[src/rtl/fetch_pkg.sv]
// Types and constants shared by the fetch queue and the decode stage.
package fetch_pkg;
   localparam int XLEN = 32;
   localparam logic [31:0] INSTR_NOP = 32'h00000013;

   typedef struct packed {
      logic [XLEN-1:0] pc;
      logic [XLEN-1:0] instr;
      logic            misaligned;
   } fetch_entry_t;
endpackage

[src/rtl/fetch_queue_mem.sv]
// Entry storage for the fetch queue: synchronous write, asynchronous read.
module fetch_queue_mem
   import fetch_pkg::*;
#(
   parameter int DEPTH = 4,
   parameter int W     = $bits(fetch_entry_t),
   parameter int AW    = $clog2(DEPTH)
) (
   input  logic          clk,
   input  logic          we,
   input  logic [AW-1:0] waddr,
   input  logic [W-1:0]  wdata,
   input  logic [AW-1:0] raddr,
   output logic [W-1:0]  rdata
);
   logic [W-1:0] mem [DEPTH];

   // Contents need no reset: count gates every read.
   always_ff @(posedge clk) begin
      if (we) mem[waddr] <= wdata;
   end

   assign rdata = mem[raddr];
endmodule

[src/rtl/fetch_decode_queue.sv]
// First-word fall-through instruction queue between fetch and decode,
// emptied on redirect.
module fetch_decode_queue
   import fetch_pkg::*;
#(
   parameter int DEPTH = 4,
   parameter int XLEN  = fetch_pkg::XLEN
) (
   input  logic                     clk,
   input  logic                     reset,
   input  logic                     in_valid,
   output logic                     in_ready,
   input  logic [XLEN-1:0]          in_pc,
   input  logic [XLEN-1:0]          in_instr,
   input  logic                     flush,
   output logic                     out_valid,
   input  logic                     out_ready,
   output logic [XLEN-1:0]          out_pc,
   output logic [XLEN-1:0]          out_instr,
   output logic                     out_misaligned,
   output logic [$clog2(DEPTH):0]   count
);
   localparam int AW = $clog2(DEPTH);
   localparam int CW = AW + 1;
   localparam int EW = 2 * XLEN + 1;

   logic [AW-1:0] rd_ptr, wr_ptr;
   logic [CW-1:0] cnt;
   logic [EW-1:0] wdata, rdata;
   logic          push, pop;

   // in_ready looks only at registered count, never at out_ready.
   assign in_ready  = (cnt != CW'(DEPTH));
   assign out_valid = (cnt != '0);
   assign push      = in_valid && in_ready && !flush;
   assign pop       = out_valid && out_ready && !flush;
   assign count     = cnt;

   assign wdata = {in_pc, in_instr, (in_pc[1:0] != 2'b00)};
   assign {out_pc, out_instr, out_misaligned} = out_valid ? rdata : '0;

   fetch_queue_mem #(.DEPTH(DEPTH), .W(EW), .AW(AW)) u_mem (
      .clk   (clk),
      .we    (push),
      .waddr (wr_ptr),
      .wdata (wdata),
      .raddr (rd_ptr),
      .rdata (rdata)
   );

   always_ff @(posedge clk or negedge reset) begin
      if (!reset) begin
         rd_ptr <= '0;
         wr_ptr <= '0;
         cnt    <= '0;
      end else if (flush) begin
         rd_ptr <= '0;
         wr_ptr <= '0;
         cnt    <= '0;
      end else begin
         if (push) wr_ptr <= wr_ptr + AW'(1);
         if (pop)  rd_ptr <= rd_ptr + AW'(1);
         unique case ({push, pop})
            2'b10:   cnt <= cnt + CW'(1);
            2'b01:   cnt <= cnt - CW'(1);
            default: cnt <= cnt;
         endcase
      end
   end
endmodule

[config.mk]
export PLATFORM = sky130hd
export DESIGN_NAME = fetch_decode_queue
export DESIGN_NICKNAME = d
export VERILOG_FILES = /design/src/rtl/fetch_pkg.sv /design/src/rtl/fetch_queue_mem.sv /design/src/rtl/fetch_decode_queue.sv
export SDC_FILE = /design/constraint.sdc
export NUM_CORES = 1
export LEC_CHECK = 0
export ABC_AREA = 0
export CAP_MARGIN = 25
export CORE_MARGIN = 8
export CORE_UTILIZATION = 29
export CTS_BUF_LIST = sky130_fd_sc_hd__clkbuf_16
export CTS_CLUSTER_DIAMETER = 100
export CTS_CLUSTER_SIZE = 14
export DETAILED_ROUTE_END_ITERATION = 10
export GPL_TIMING_DRIVEN = 1
export PLACE_DENSITY = 0.49
export SYNTH_ARGS = -nofsm -noshare
export SYNTH_HDL_FRONTEND = slang
export SYNTH_HIERARCHICAL = 1
export SYNTH_SLANG_ARGS = --single-unit
export TNS_END_PERCENT = 100
[constraint.sdc]
create_clock -name clk -period 8.6 [get_ports clk]
set_clock_uncertainty 0.05 [all_clocks]
set_input_delay 0.86 -clock clk [delete_from_list [all_inputs] [get_ports clk]]
set_output_delay 0.86 -clock clk [all_outputs]
set_load 0.05 [all_outputs]
## After elaboration in Yosys (flattened, before gate mapping)

Memories as Yosys holds them, arrays and structs flattened.
Cells that the tools add are included.

| storage, ports and cells | value |
|---|---|
| register bits after elaboration | 7 |
| memory bits (writable) | 260 |
| word-level logic and storage cells | 30 |
| memories kept | 1 |

| operators by class | value |
|---|---|
| add/subtract/negate cells | 4 |
| equal/unequal tests | 3 |
| multiplexer cells | 9 |
| reduce and logical (&&, ||, !) cells | 10 |

Memories:

| memory | depth | width | read ports | clocked after Yosys merged registers in | write ports | line | RTL |
|---|---|---|---|---|---|---|---|
| u_mem.mem | 4 | 65 | 1 | 0 | 1 | fetch_queue_mem.sv:16 | `logic [W-1:0] mem [DEPTH];` |

Operators with widths:

| operator | count |
|---|---|
| 65-bit 2-to-1 mux | 1 |
| 2-bit 2-to-1 mux | 4 |
| 3-bit case mux with 2 select lines | 1 |
| 2-bit nonzero test | 3 |
| 3-bit nonzero test | 2 |
| 2-bit by 1-bit adder with 2-bit output (second input constant) | 2 |
| 1-bit logical AND | 4 |
| 3-bit by 1-bit adder with 3-bit output (second input constant) | 1 |
| 3-bit 2-to-1 mux | 1 |
| 3-bit != test (second input constant) | 1 |
| 3-bit by 1-bit subtractor with 3-bit output (second input constant) | 1 |
| 2-bit by 1-bit == test with 1-bit output (second input constant) | 1 |
| 2-bit == test (second input constant) | 1 |
| 1-bit 2-to-1 mux | 2 |
| 1-bit zero test | 1 |

## Logic depth before layout (Yosys ltp)

| depth | value |
|---|---|
| depth after elaboration | 6 |
| depth in mapped cells | 8 |
| mapped depth without buffers | 7 |

## By module

Netlist, hierarchy kept.

Modules (own cells, without submodules):

| module | instances | cells each | area each (um^2) | sequential area each (um^2) |
|---|---|---|---|---|
| fetch_queue_mem | 1 | 343 | 9455.3 | 7807.5 |
| fetch_decode_queue | 1 | 131 | 1016.0 | 175.2 |

## Least setup slack after synthesis

No wires, ideal clock.

| timing | value |
|---|---|
| kind | input port to flip-flop |
| from | in in_valid |
| to | mem u_mem/mem[0][0] (netlist bit) (enable) |
| arrival | 6.168 ns |
| data required time | 7.969 ns |
| setup slack | 1.801 ns |
| stages on the path | 4 |
| path buffers | 1 |
| cell sequence | buf_2 inv_1 nor3_1 nor3b_1 |

| between the ends | value |
|---|---|
| word-level cells in the longest chain between the ends | 4 |

RTL lines:

| item | line | RTL |
|---|---|---|
| start, declared | fetch_decode_queue.sv:11 | `input logic in_valid,` |
| 1-bit logical AND (2 in series) | fetch_decode_queue.sv:35 | `assign push = in_valid && in_ready && !flush;` |
| via push | fetch_decode_queue.sv:30 | `logic push, pop;` |
| 1-bit 2-to-1 mux | fetch_queue_mem.sv:20 | `if (we) mem[waddr] <= wdata;` |
| 1-bit 2-to-1 mux (implied by the code) | fetch_queue_mem.sv:20 |  |
| end, declared | fetch_queue_mem.sv:16 |  |

The timed path passes the listed nets, and every way through them passes these cells.

## Worst setup path in the final report

| timing | value |
|---|---|
| from | reg rd_ptr[0] |
| to | out out_pc[17] |

| between the ends | value |
|---|---|
| word-level cells in the longest chain between the ends | 2 |

RTL lines:

| item | line | RTL |
|---|---|---|
| start, declared | fetch_decode_queue.sv:27 | `logic [AW-1:0] rd_ptr, wr_ptr;` |
| start signal, assigned | fetch_decode_queue.sv:62 | `if (pop) rd_ptr <= rd_ptr + AW'(1);` |
| memory read 4 x 65 bit | n/a |  |
| via rdata[50] | fetch_decode_queue.sv:29 | `logic [EW-1:0] wdata, rdata;` |
| 65-bit 2-to-1 mux | fetch_decode_queue.sv:40 | `assign {out_pc, out_instr, out_misaligned} = out_valid ? rdata : '0;` |
| end, declared | fetch_decode_queue.sv:18 | `output logic [XLEN-1:0] out_pc,` |

The timed path passes the listed nets, and every way through them passes these cells.

==> metrics <==
Syn Inst Count=between 400 and 500; RR Startpoint=count[0]$_DFFE_PN0P_; Clock transition at path regs=approximately 0.07 ns; R2R Setup Slk=around 5.7 ns; fin crit share=0.515; final worst path period need=roughly 4.4 ns; Synth area leaders=edfxtp_1 (75%), mux4_2 (14%), and2_1 (3.9%); hold crit path type=primary input to async pin; Sw Pwr=between 0.8 and 0.9 mW; CP bufs+invs=3; total nets after synthesis=between 500 and 600; ANT cells=0; Post-synth EDFFs=260; Max FO, Critical Path=25; Max-cap violations=0; fmax=226 MHz; PostCTS Resize Cnt=0; CTS root buf=clkbuf_16; Syn. warnings=6; clk sink count=approximately 270; antenna violations before repair=0; Post-route DRC=0; GRT overflow=0; Setup Buffers After CTS=0; PortBufs=~140; Internal=roughly 2.2 mW; register share of total power=0.492; layout cell share with drive strength beyond 1=0.174; Critical-path top delay cell=dfrtp_4; Comb pwr share=0.209; met3 Track Usage GR=0.0266; Starting Density=0.294; met2 usage=0.184; reg2reg end=u_mem/mem[1][52]$_DFFE_PP_; global-route wire length before repair=roughly 35000 um; gp weighted congestion=0.660; Die Y=around 200 um; final core occ=0.363; FF-to-FF path depth=4; met1 Usage GRT=0.136; vias=approximately 5000; status=finished, final reports clean; Worst-Margin Slew=between 0.8 and 0.9 ns; Clk Latency, worst-skew pair=roughly 0.50 ns; synthesis-stage register bit count=around 270; Die W=~210 um; max-slew violations=0; Post-DP HPWL=approximately 13000 um; area grow syn2layout=23.4%; Slew headroom=0.436; drt initial violations=~280; WS Path Type=flop to output pin; CTS max path bufs=3; type of destination of the critical path=output pin; Netlist cell types=42; P per Cell Area=approximately 230 nW/um2; register area share after synthesis=0.762; WL/cell=roughly 21 um; TritonCTS clock tree=yes; pin count of the biggest net entering global routing=67; hold-fix buffer count after cts=0; Final nets=about 690; vias per cell=~4.6; total track usage=0.107; kind of cell adding the most delay to the critical path=buffers and inverters; Routed Antenna Nets=0; mapped cell area=~10000 um2; H-Tree Depth=1; endpoints failing setup=0; Worst EP arrival=around 3.5 ns; CP peak stage delay=0.74 ns; Worst EP required=between 7 and 8 ns; DR pass1 iterations=4; Synth top area share=0.746; Post-synth top flop=edfxtp_1; setup tns final=0 ns; Routed WL=23000 um; Placement Rows=about 70; Hold Violations, Final=0; switching part of the total=0.276; syn_area_per_cell=22.1 um2; cell taking the most area after synthesis=edfxtp_1; leakage power=around 4 nW; Ports=about 140; number of global-route vias before repair=5644; critical path startpoint category=flop; die area=approximately 42000 um2; RSZ-0062 raised after global routing=false; FFs w/ async S/R, synth=0.0262; core area=35600 um2; CTS Buf Count=23; Peak VDD IR=about 0.13 mV; clock power share=0.298; GRT Max-Usage Layer=met2; crit-path cells=buf_4 > buf_12 > mux4_2 > and2_1 > clkdlybuf4s50_1
## worst max path at each step
| stage | endpoint | cells past startpoint | start |
|---|---|---|---|
| detailed placement | out_pc[29] | 4 | rd_ptr[0]$_DFFE_PN0P_ |
| floorplan | u_mem/mem[0][0]$_DFFE_PP_ | 4 | in_valid |
| finish | out_pc[17] | 5 | rd_ptr[0]$_DFFE_PN0P_ |
| CTS | out_pc[17] | 4 | rd_ptr[0]$_DFFE_PN0P_ |
| global route | out_pc[23] | 5 | rd_ptr[0]$_DFFE_PN0P_ |
| global placement | out_pc[29] | 4 | rd_ptr[0]$_DFFE_PN0P_ |
## layer usage
layer | vias to the layer above | share of wire
li1 | 2211 | -
met1 | 2661 | 0.44
met2 | 109 | 0.49
met3 | 25 | 0.052
met4 | 0 | 0.019
met5 | - | 0
## cell usage in the layout (no fill, tap or decap), types with 2 or more instances in the layout
master	count
inv_1	12
clkbuf_16	23
a2111oi_0	2
xor2_1	2
edfxtp_1	260
clkdlybuf4s50_1	138
nor3b_1	2
dfrtp_4	2
mux4_2	65
o21ai_0	3
nor2_1	5
dfrtp_1	5
and3b_4	2
buf_4	5
nand3b_1	3
a21oi_1	3
and2_1	65
buf_16	2
## flip-flops by register name, indices dropped and copies added, names as in the netlist
| name | flops |
|---|---|
| count | 3 |
| rd_ptr | 2 |
| u_mem/mem | 260 |
| wr_ptr | 2 |
## through the flow
step                hold slack (ns)  power, mW  instances  area (um2)  setup WS (ns)
global route                  0.588       3.16       1086       12900           3.88
floorplan                     0.469       1.97        474       10500           1.80
CTS                           0.574       3.10       1085       12900           3.88
finish                        0.597       3.04       1086       12900           4.17
detailed placement            0.599       2.17       1053       12300           4.46
global placement              0.574       2.16       1051       12200           4.44
## synthesized netlist by cell type, types with 2 or more instances
cell	instances
buf_6	8
nor3b_1	3
a2111oi_0	2
and2_1	65
edfxtp_1	260
and3b_1	2
nor2_1	5
dfrtp_1	7
buf_12	5
o21ai_0	3
nand3b_1	3
buf_2	7
clkbuf_1	3
inv_1	4
a21oi_1	3
mux4_2	65
xor2_1	2
buf_4	3
## layout make-up
type	count	area, um2
clock buffers	23	576
clock inverters	9	46.3
fillers	3292	22600
inverters	4	15.0
multi-input cells	176	2230
flip-flops and latches	267	7990
well taps	461	577
repair buffers	146	1490
## power by group through the flow
stage | combinational, mW | sequential, mW | clock, mW
final | 0.635 | 1.49 | 0.906
after global routing | 0.674 | 1.50 | 0.989
after CTS | 0.648 | 1.50 | 0.953
after detailed placement | 0.646 | 1.52 | 0
after global placement | 0.636 | 1.53 | 0
after floorplan | 0.456 | 1.51 | 0
## logic make-up after synthesis
group	count (synthesis)	synth area share
multiplexers	66	0.141
AO/OA/AOI/OAI	17	0.0122
flip-flops	267	0.762
buffers and inverters	31	0.0265
AND/OR/NAND/NOR	89	0.0537
XOR/XNOR	3	0.00251
adder cells (fa/ha/maj)	1	0.00191
No activity file was read; power rests on OpenSTA's default activity.
